**src/rtl/i2c_config_sequencer.sv**
```systemverilog
// i2c_config_sequencer: walks a small byte table and issues each byte to the I2C controller
// using one start/ready handshake per byte. Optional per-transfer timeout: I2C_SEQ_TIMEOUT_EN.
module i2c_config_sequencer #(
  parameter int         DEPTH          = 8,
  parameter int         IDX_W          = 3,
  parameter logic [6:0] DEV_ADDR       = 7'h48,
  parameter int         TIMEOUT_CYCLES = 200000
) (
  input  logic             ref_clk,
  input  logic             reset,
  input  logic             go,
  input  logic [IDX_W:0]   cfg_count,
  input  logic             wr_en,
  input  logic [IDX_W-1:0] wr_idx,
  input  logic [7:0]       wr_data,
  input  logic             i2c_ready,
  output logic             i2c_start,
  output logic [6:0]       i2c_addr,
  output logic [7:0]       i2c_data,
  output logic             busy,
  output logic             done,
  output logic             error,
  output logic [IDX_W-1:0] word_idx
);

  // state | meaning
  // IDLE  | waiting for go; table is writable
  // LOAD  | put table[word_idx] on i2c_data
  // ISSUE | hold i2c_start until the controller drops ready
  // WAIT  | controller busy; wait for ready to come back
  // FIN   | done pulse, back to IDLE
  typedef enum logic [2:0] {S_IDLE, S_LOAD, S_ISSUE, S_WAIT, S_FIN} state_t;

  localparam logic [IDX_W:0] DEPTH_L = (IDX_W + 1)'(DEPTH);

  if (DEPTH > 16 || (1 << IDX_W) != DEPTH || TIMEOUT_CYCLES < 1) begin : g_bad_param
    $error("i2c_config_sequencer: bad DEPTH/IDX_W/TIMEOUT_CYCLES");
  end

  state_t           state_q, state_d;
  logic             rdy_meta_q, rdy_s_q;
  logic [7:0]       tbl_q [DEPTH];
  logic [7:0]       tbl_d [DEPTH];
  logic [IDX_W:0]   count_q, count_d, count_last;
  logic [IDX_W-1:0] idx_q, idx_d;
  logic [7:0]       data_q, data_d;
  logic             start_q, start_d;
  logic             busy_q, busy_d;
  logic             done_q, done_d;
  logic             error_q, error_d;
  logic             tmo_hit;

`ifdef I2C_SEQ_TIMEOUT_EN
  localparam int              TMO_W    = $clog2(TIMEOUT_CYCLES + 1);
  localparam logic [TMO_W-1:0] TMO_LOAD = TMO_W'(TIMEOUT_CYCLES - 1);

  logic [TMO_W-1:0] tmo_q, tmo_d;

  assign tmo_hit = (state_q == S_ISSUE || state_q == S_WAIT) && (tmo_q == '0);

  // Down-counter armed in LOAD; terminal count ends the transfer.
  always_comb begin
    tmo_d = tmo_q;
    if (state_q == S_LOAD) begin
      tmo_d = TMO_LOAD;
    end else if ((state_q == S_ISSUE || state_q == S_WAIT) && tmo_q != '0) begin
      tmo_d = tmo_q - TMO_W'(1);
    end
  end

  always_ff @(posedge ref_clk) begin
    if (reset) tmo_q <= '0;
    else       tmo_q <= tmo_d;
  end
`else
  assign tmo_hit = 1'b0;
`endif

  assign count_last = count_q - (IDX_W + 1)'(1);

  always_comb begin
    state_d = state_q;
    count_d = count_q;
    idx_d   = idx_q;
    data_d  = data_q;
    start_d = start_q;
    busy_d  = busy_q;
    done_d  = 1'b0;
    error_d = error_q;
    tbl_d   = tbl_q;

    if (wr_en && state_q == S_IDLE) tbl_d[wr_idx] = wr_data;

    case (state_q)
      S_IDLE: begin
        if (go) begin
          error_d = 1'b0;
          idx_d   = '0;
          if (cfg_count == '0) begin
            done_d = 1'b1;
          end else begin
            count_d = (cfg_count > DEPTH_L) ? DEPTH_L : cfg_count;
            state_d = S_LOAD;
          end
        end
      end
      S_LOAD: begin
        data_d  = tbl_q[idx_q];
        busy_d  = 1'b1;
        state_d = S_ISSUE;
      end
      S_ISSUE: begin
        // Only a low ready seen while start is already up counts as acceptance.
        if (start_q && !rdy_s_q) begin
          start_d = 1'b0;
          state_d = S_WAIT;
        end else begin
          start_d = 1'b1;
        end
      end
      S_WAIT: begin
        if (rdy_s_q) begin
          if ({1'b0, idx_q} == count_last) begin
            done_d  = 1'b1;
            busy_d  = 1'b0;
            idx_d   = '0;
            state_d = S_FIN;
          end else begin
            idx_d   = idx_q + IDX_W'(1);
            state_d = S_LOAD;
          end
        end
      end
      S_FIN:   state_d = S_IDLE;
      default: state_d = S_IDLE;
    endcase

    if (tmo_hit) begin
      error_d = 1'b1;
      start_d = 1'b0;
      busy_d  = 1'b0;
      done_d  = 1'b0;
      idx_d   = '0;
      state_d = S_IDLE;
    end
  end

  always_ff @(posedge ref_clk) begin
    if (reset) begin
      state_q    <= S_IDLE;
      rdy_meta_q <= 1'b1;
      rdy_s_q    <= 1'b1;
      tbl_q      <= '{default: '0};
      count_q    <= '0;
      idx_q      <= '0;
      data_q     <= '0;
      start_q    <= 1'b0;
      busy_q     <= 1'b0;
      done_q     <= 1'b0;
      error_q    <= 1'b0;
    end else begin
      state_q    <= state_d;
      rdy_meta_q <= i2c_ready;
      rdy_s_q    <= rdy_meta_q;
      tbl_q      <= tbl_d;
      count_q    <= count_d;
      idx_q      <= idx_d;
      data_q     <= data_d;
      start_q    <= start_d;
      busy_q     <= busy_d;
      done_q     <= done_d;
      error_q    <= error_d;
    end
  end

  assign i2c_start = start_q;
  assign i2c_addr  = DEV_ADDR;
  assign i2c_data  = data_q;
  assign busy      = busy_q;
  assign done      = done_q;
  assign error     = error_q;
  assign word_idx  = idx_q;

endmodule

```
**config.mk**
```make
export PLATFORM = sky130hd
export DESIGN_NAME = i2c_config_sequencer
export DESIGN_NICKNAME = d
export VERILOG_FILES = /design/src/rtl/i2c_config_sequencer.sv
export SDC_FILE = /design/constraint.sdc
export NUM_CORES = 1
export LEC_CHECK = 0
export BUFFER_PORTS_ARGS = -buffer_cell sky130_fd_sc_hd__buf_4
export CAP_MARGIN = 0
export CORE_UTILIZATION = 40
export CTS_CLUSTER_DIAMETER = 150
export CTS_CLUSTER_SIZE = 20
export DETAILED_ROUTE_END_ITERATION = 12
export HOLD_SLACK_MARGIN = 0.15
export PLACE_DENSITY_LB_ADDON = 0.25
export SETUP_SLACK_MARGIN = 0.1
export SLEW_MARGIN = 20
export SYNTH_ARGS = -nofsm -noshare
export SYNTH_HDL_FRONTEND = slang
export SYNTH_SLANG_ARGS = --single-unit
```
**constraint.sdc**
```tcl
create_clock -name ref_clk -period 4 [get_ports ref_clk]
set_clock_uncertainty 0.05 [all_clocks]
set_input_delay 0.2 -clock ref_clk [delete_from_list [all_inputs] [get_ports ref_clk]]
set_output_delay 0.2 -clock ref_clk [all_outputs]
set_load 0.05 [all_outputs]
```
==> impl_metrics.csv <==
group,metric,value,unit
run_status,status,"finished, final reports clean",
floorplanning,core_area,9370,sq um
clock_network,cts.sinks,87,
clock_network,clk_latency,350,ps
yosys,syn_avg_cell_area,9.93,sq um
place,gp_congestion,0.770,
timing,worst_pin_slew,1020,ps
grt,grt_first_pass_wirelength,13900,um
clock_network,clk_pin_slew,90,ps
yosys,synth_cell_types,44,
floorplanning,rows,35,
floorplanning,fp.dieW,101,um
yosys,synth_area,3940,sq um
clock_network,h-tree-depth,3,
grt,grt_pass1_vias,2689,
yosys,synth_fa_ha_area_share,0.635,%
timing,period_minus_slack,2300,ps
power,powerDensity,382,nW/um^2
timing,fin_crit_sh,57.5,%
route,drt-pass1-iter-count,4,
clock_network,clockBufferDepth,2,
clock_network,root_buffer,"clkbuf_8",
yosys,synth-compound-area-share,5.40,%
yosys,ys_seq_area_share,44.2,%
yosys,synth-warning-count,0,
power,internal_power,1230,uW
timing,max_slew_margin,32.0,%
yosys,synth_top_family_by_area,"multiplexers",
place,placed_area,4160,sq um
clock_network,numCtsBuffers,9,
critical_path,critPathArrivalTime,2460,ps
clock_network,cts_tree,"done",
power,p_clk_share,32.2,%
timing,fin_tns_setup,0,ps
place,portBuffers,33,
final_layout,final_cell_mix,"dfxtp_1 (86), nor2_1 (81), mux2i_1 (64), buf_4 (34), nand2_1 (29)",
yosys,synth_edf_count,0,
route,post_drt_wl_per_cell,15.1,um
job,max-cap-violations,0,
grt,grt_overflow,0,
power,pwr-share-seq,53.8,%
critical_path,worst_setup_path_start_kind,"register",
final_layout,final_common_cell,"dfxtp_1",
floorplanning,die_y,101,um
final_layout,finalInstanceArea,4470,sq um
final_layout,n_antenna_cell,0,
grt,track_usage,18.0,%
clock_network,cts_resized,0,
critical_path,cp.required,4160,ps
route,ant_nets,0,
yosys,synthXorXnorAreaFrac,0.667,%
power,swShare,28.0,%
yosys,synthMuxAreaShare,25.4,%
timing,fmax,435,MHz
timing,setup_violations,0,
yosys,syn_inst,397,
timing,rsz0062_at_grt,"false",
floorplanning,die_area,10300,sq um
timing,finalHoldViolations,0,
power,ir_drop,0.000274,V
power,p_switching,479,uW
power,comb_power_share,14.0,%
grt,antenna_found_initial,0,
route,vias,2770,
yosys,synthArstFlopShare,0,%
route,drt_iter0_markers,101,
final_layout,nNetsFinal,441,
critical_path,critPathCaptureType,"register",
critical_path,worstPathMaxFanout,10,
yosys,ys_seq_elements,87,
yosys,synthSimpleGateAreaFrac,17.2,%
floorplanning,start_util,42.1,%
route,wl,8350,um
place,dp_hpwl,5280,um
yosys,synth_flop_cell,"dfxtp_1",
final_layout,area_growth,13.5,%
grt,grt_max_degree,88,
final_layout,drive_above_1_share,18.2,%
critical_path,critPathKind,"register to register",
min_path,hold_path.class,"input pin to register",
timing,drv_slew,0,
route,viasPerCell,5.01,
power,leakagePower,0.00181,uW
floorplanning,ios,42,
route,drcViolationCount,0,
repair_timing:
| item | in CTS | in global routing |
|---|---|---|
| buffers inserted | 0 | 0 |
| hold buffers | 13 | 0 |
| hold endpoints to repair | 69 | 0 |
metrics by stage:
step | total power (uW) | utilization (%) | setup WS, ps | hold WS [ps] | cells
finish | 1710 | 47.7 | 1700 | 230 | 553
global route | 1790 | 47.7 | 1530 | 260 | 553
global placement | 1170 | 44.4 | 1700 | 338 | 524
floorplan | 1120 | - | 1960 | 254 | 403
CTS | 1730 | 47.7 | 1690 | 223 | 553
detailed placement | 1170 | 44.4 | 1710 | 348 | 524
worst max-delay path, cell delays in order, from the launching register on:
cell	delay (ps)
dfxtp_1	420
nor4b_4	380
nand2b_4	130
nor3b_2	850
mux2i_1	280
nor2_1	50
worst paths after layout:
path	from	endpoint	slack [ps]	cells after the start
worst max-delay path	state_q[0]$_SDFFE_PP0P_	tbl_q[46]$_SDFFE_PP0P_	1700	5
worst min-delay path	go	word_idx[1]$_SDFFE_PP0P_	230	4
worst max register to register	state_q[0]$_SDFFE_PP0P_	tbl_q[46]$_SDFFE_PP0P_	1700	5
worst min register to register	rdy_meta_q$_SDFF_PP1_	rdy_s_q$_SDFF_PP1_	370	1
per-layer routing:
| layer | vias to the layer above | track usage, % | part of all wire (%) |
|---|---|---|---|
| li1 | 1392 | - | - |
| met1 | 1323 | 21.9 | 47 |
| met4 | 0 | 4.68 | 0.92 |
| met5 | - | 0 | 0 |
| met2 | 48 | 31.7 | 49 |
| met3 | 7 | 4.76 | 3.4 |
cell families after synthesis:
kind of cell | after synthesis
xor+xnor | 3
compound gates | 32
mux | 80
fa+ha+maj | 2
buf+inv | 48
other cells | 2
simple gates | 143
flops | 87
Yosys cell counts, drive strengths merged (2+ instances only):
cell,count,area share [%]
nor4,2,0.32
nor3,3,0.67
nand3b,5,0.95
nor4b,2,0.83
a21oi,9,1.1
nand3,2,0.38
or2,2,0.32
nand2b,4,0.83
nand2,30,2.9
mux2i,64,16
xor2,2,0.44
ha,2,0.63
and2,2,0.32
dfxtp,87,44
buf,22,3.9
and3,2,0.32
clkbuf,20,1.9
nor3b,4,0.76
inv,5,0.48
a311oi,9,2.0
o21ai,9,1.1
mux4,16,9.1
conb,2,0.19
nor2,82,8.0
power by group through the flow:
stage / clock network [uW] / registers [uW] / logic [uW]
floorplan: 0 / 968 / 152
global placement: 0 / 938 / 228
detailed placement: 0 / 939 / 230
CTS: 569 / 918 / 240
global route: 606 / 924 / 261
finish: 551 / 919 / 239
cell type report:
cell class                 instances  area [sq um]
fill                             918          4900
multi-input combinational        268          1990
sequential                        87          1740
timing repair buffer              47           385
tap                              129           161
clock buffer                      12           145
clock inverter                     4          28.8
inverter                           6          22.5
sequential cells by signal (all words and copies together) (netlist names):
signal	flops
busy	1
count_q	4
done	1
i2c_data	8
i2c_start	1
rdy_meta_q	1
rdy_s_q	1
state_q	3
tbl_q	64
word_idx	3
Power figures use the tool's default switching activity.
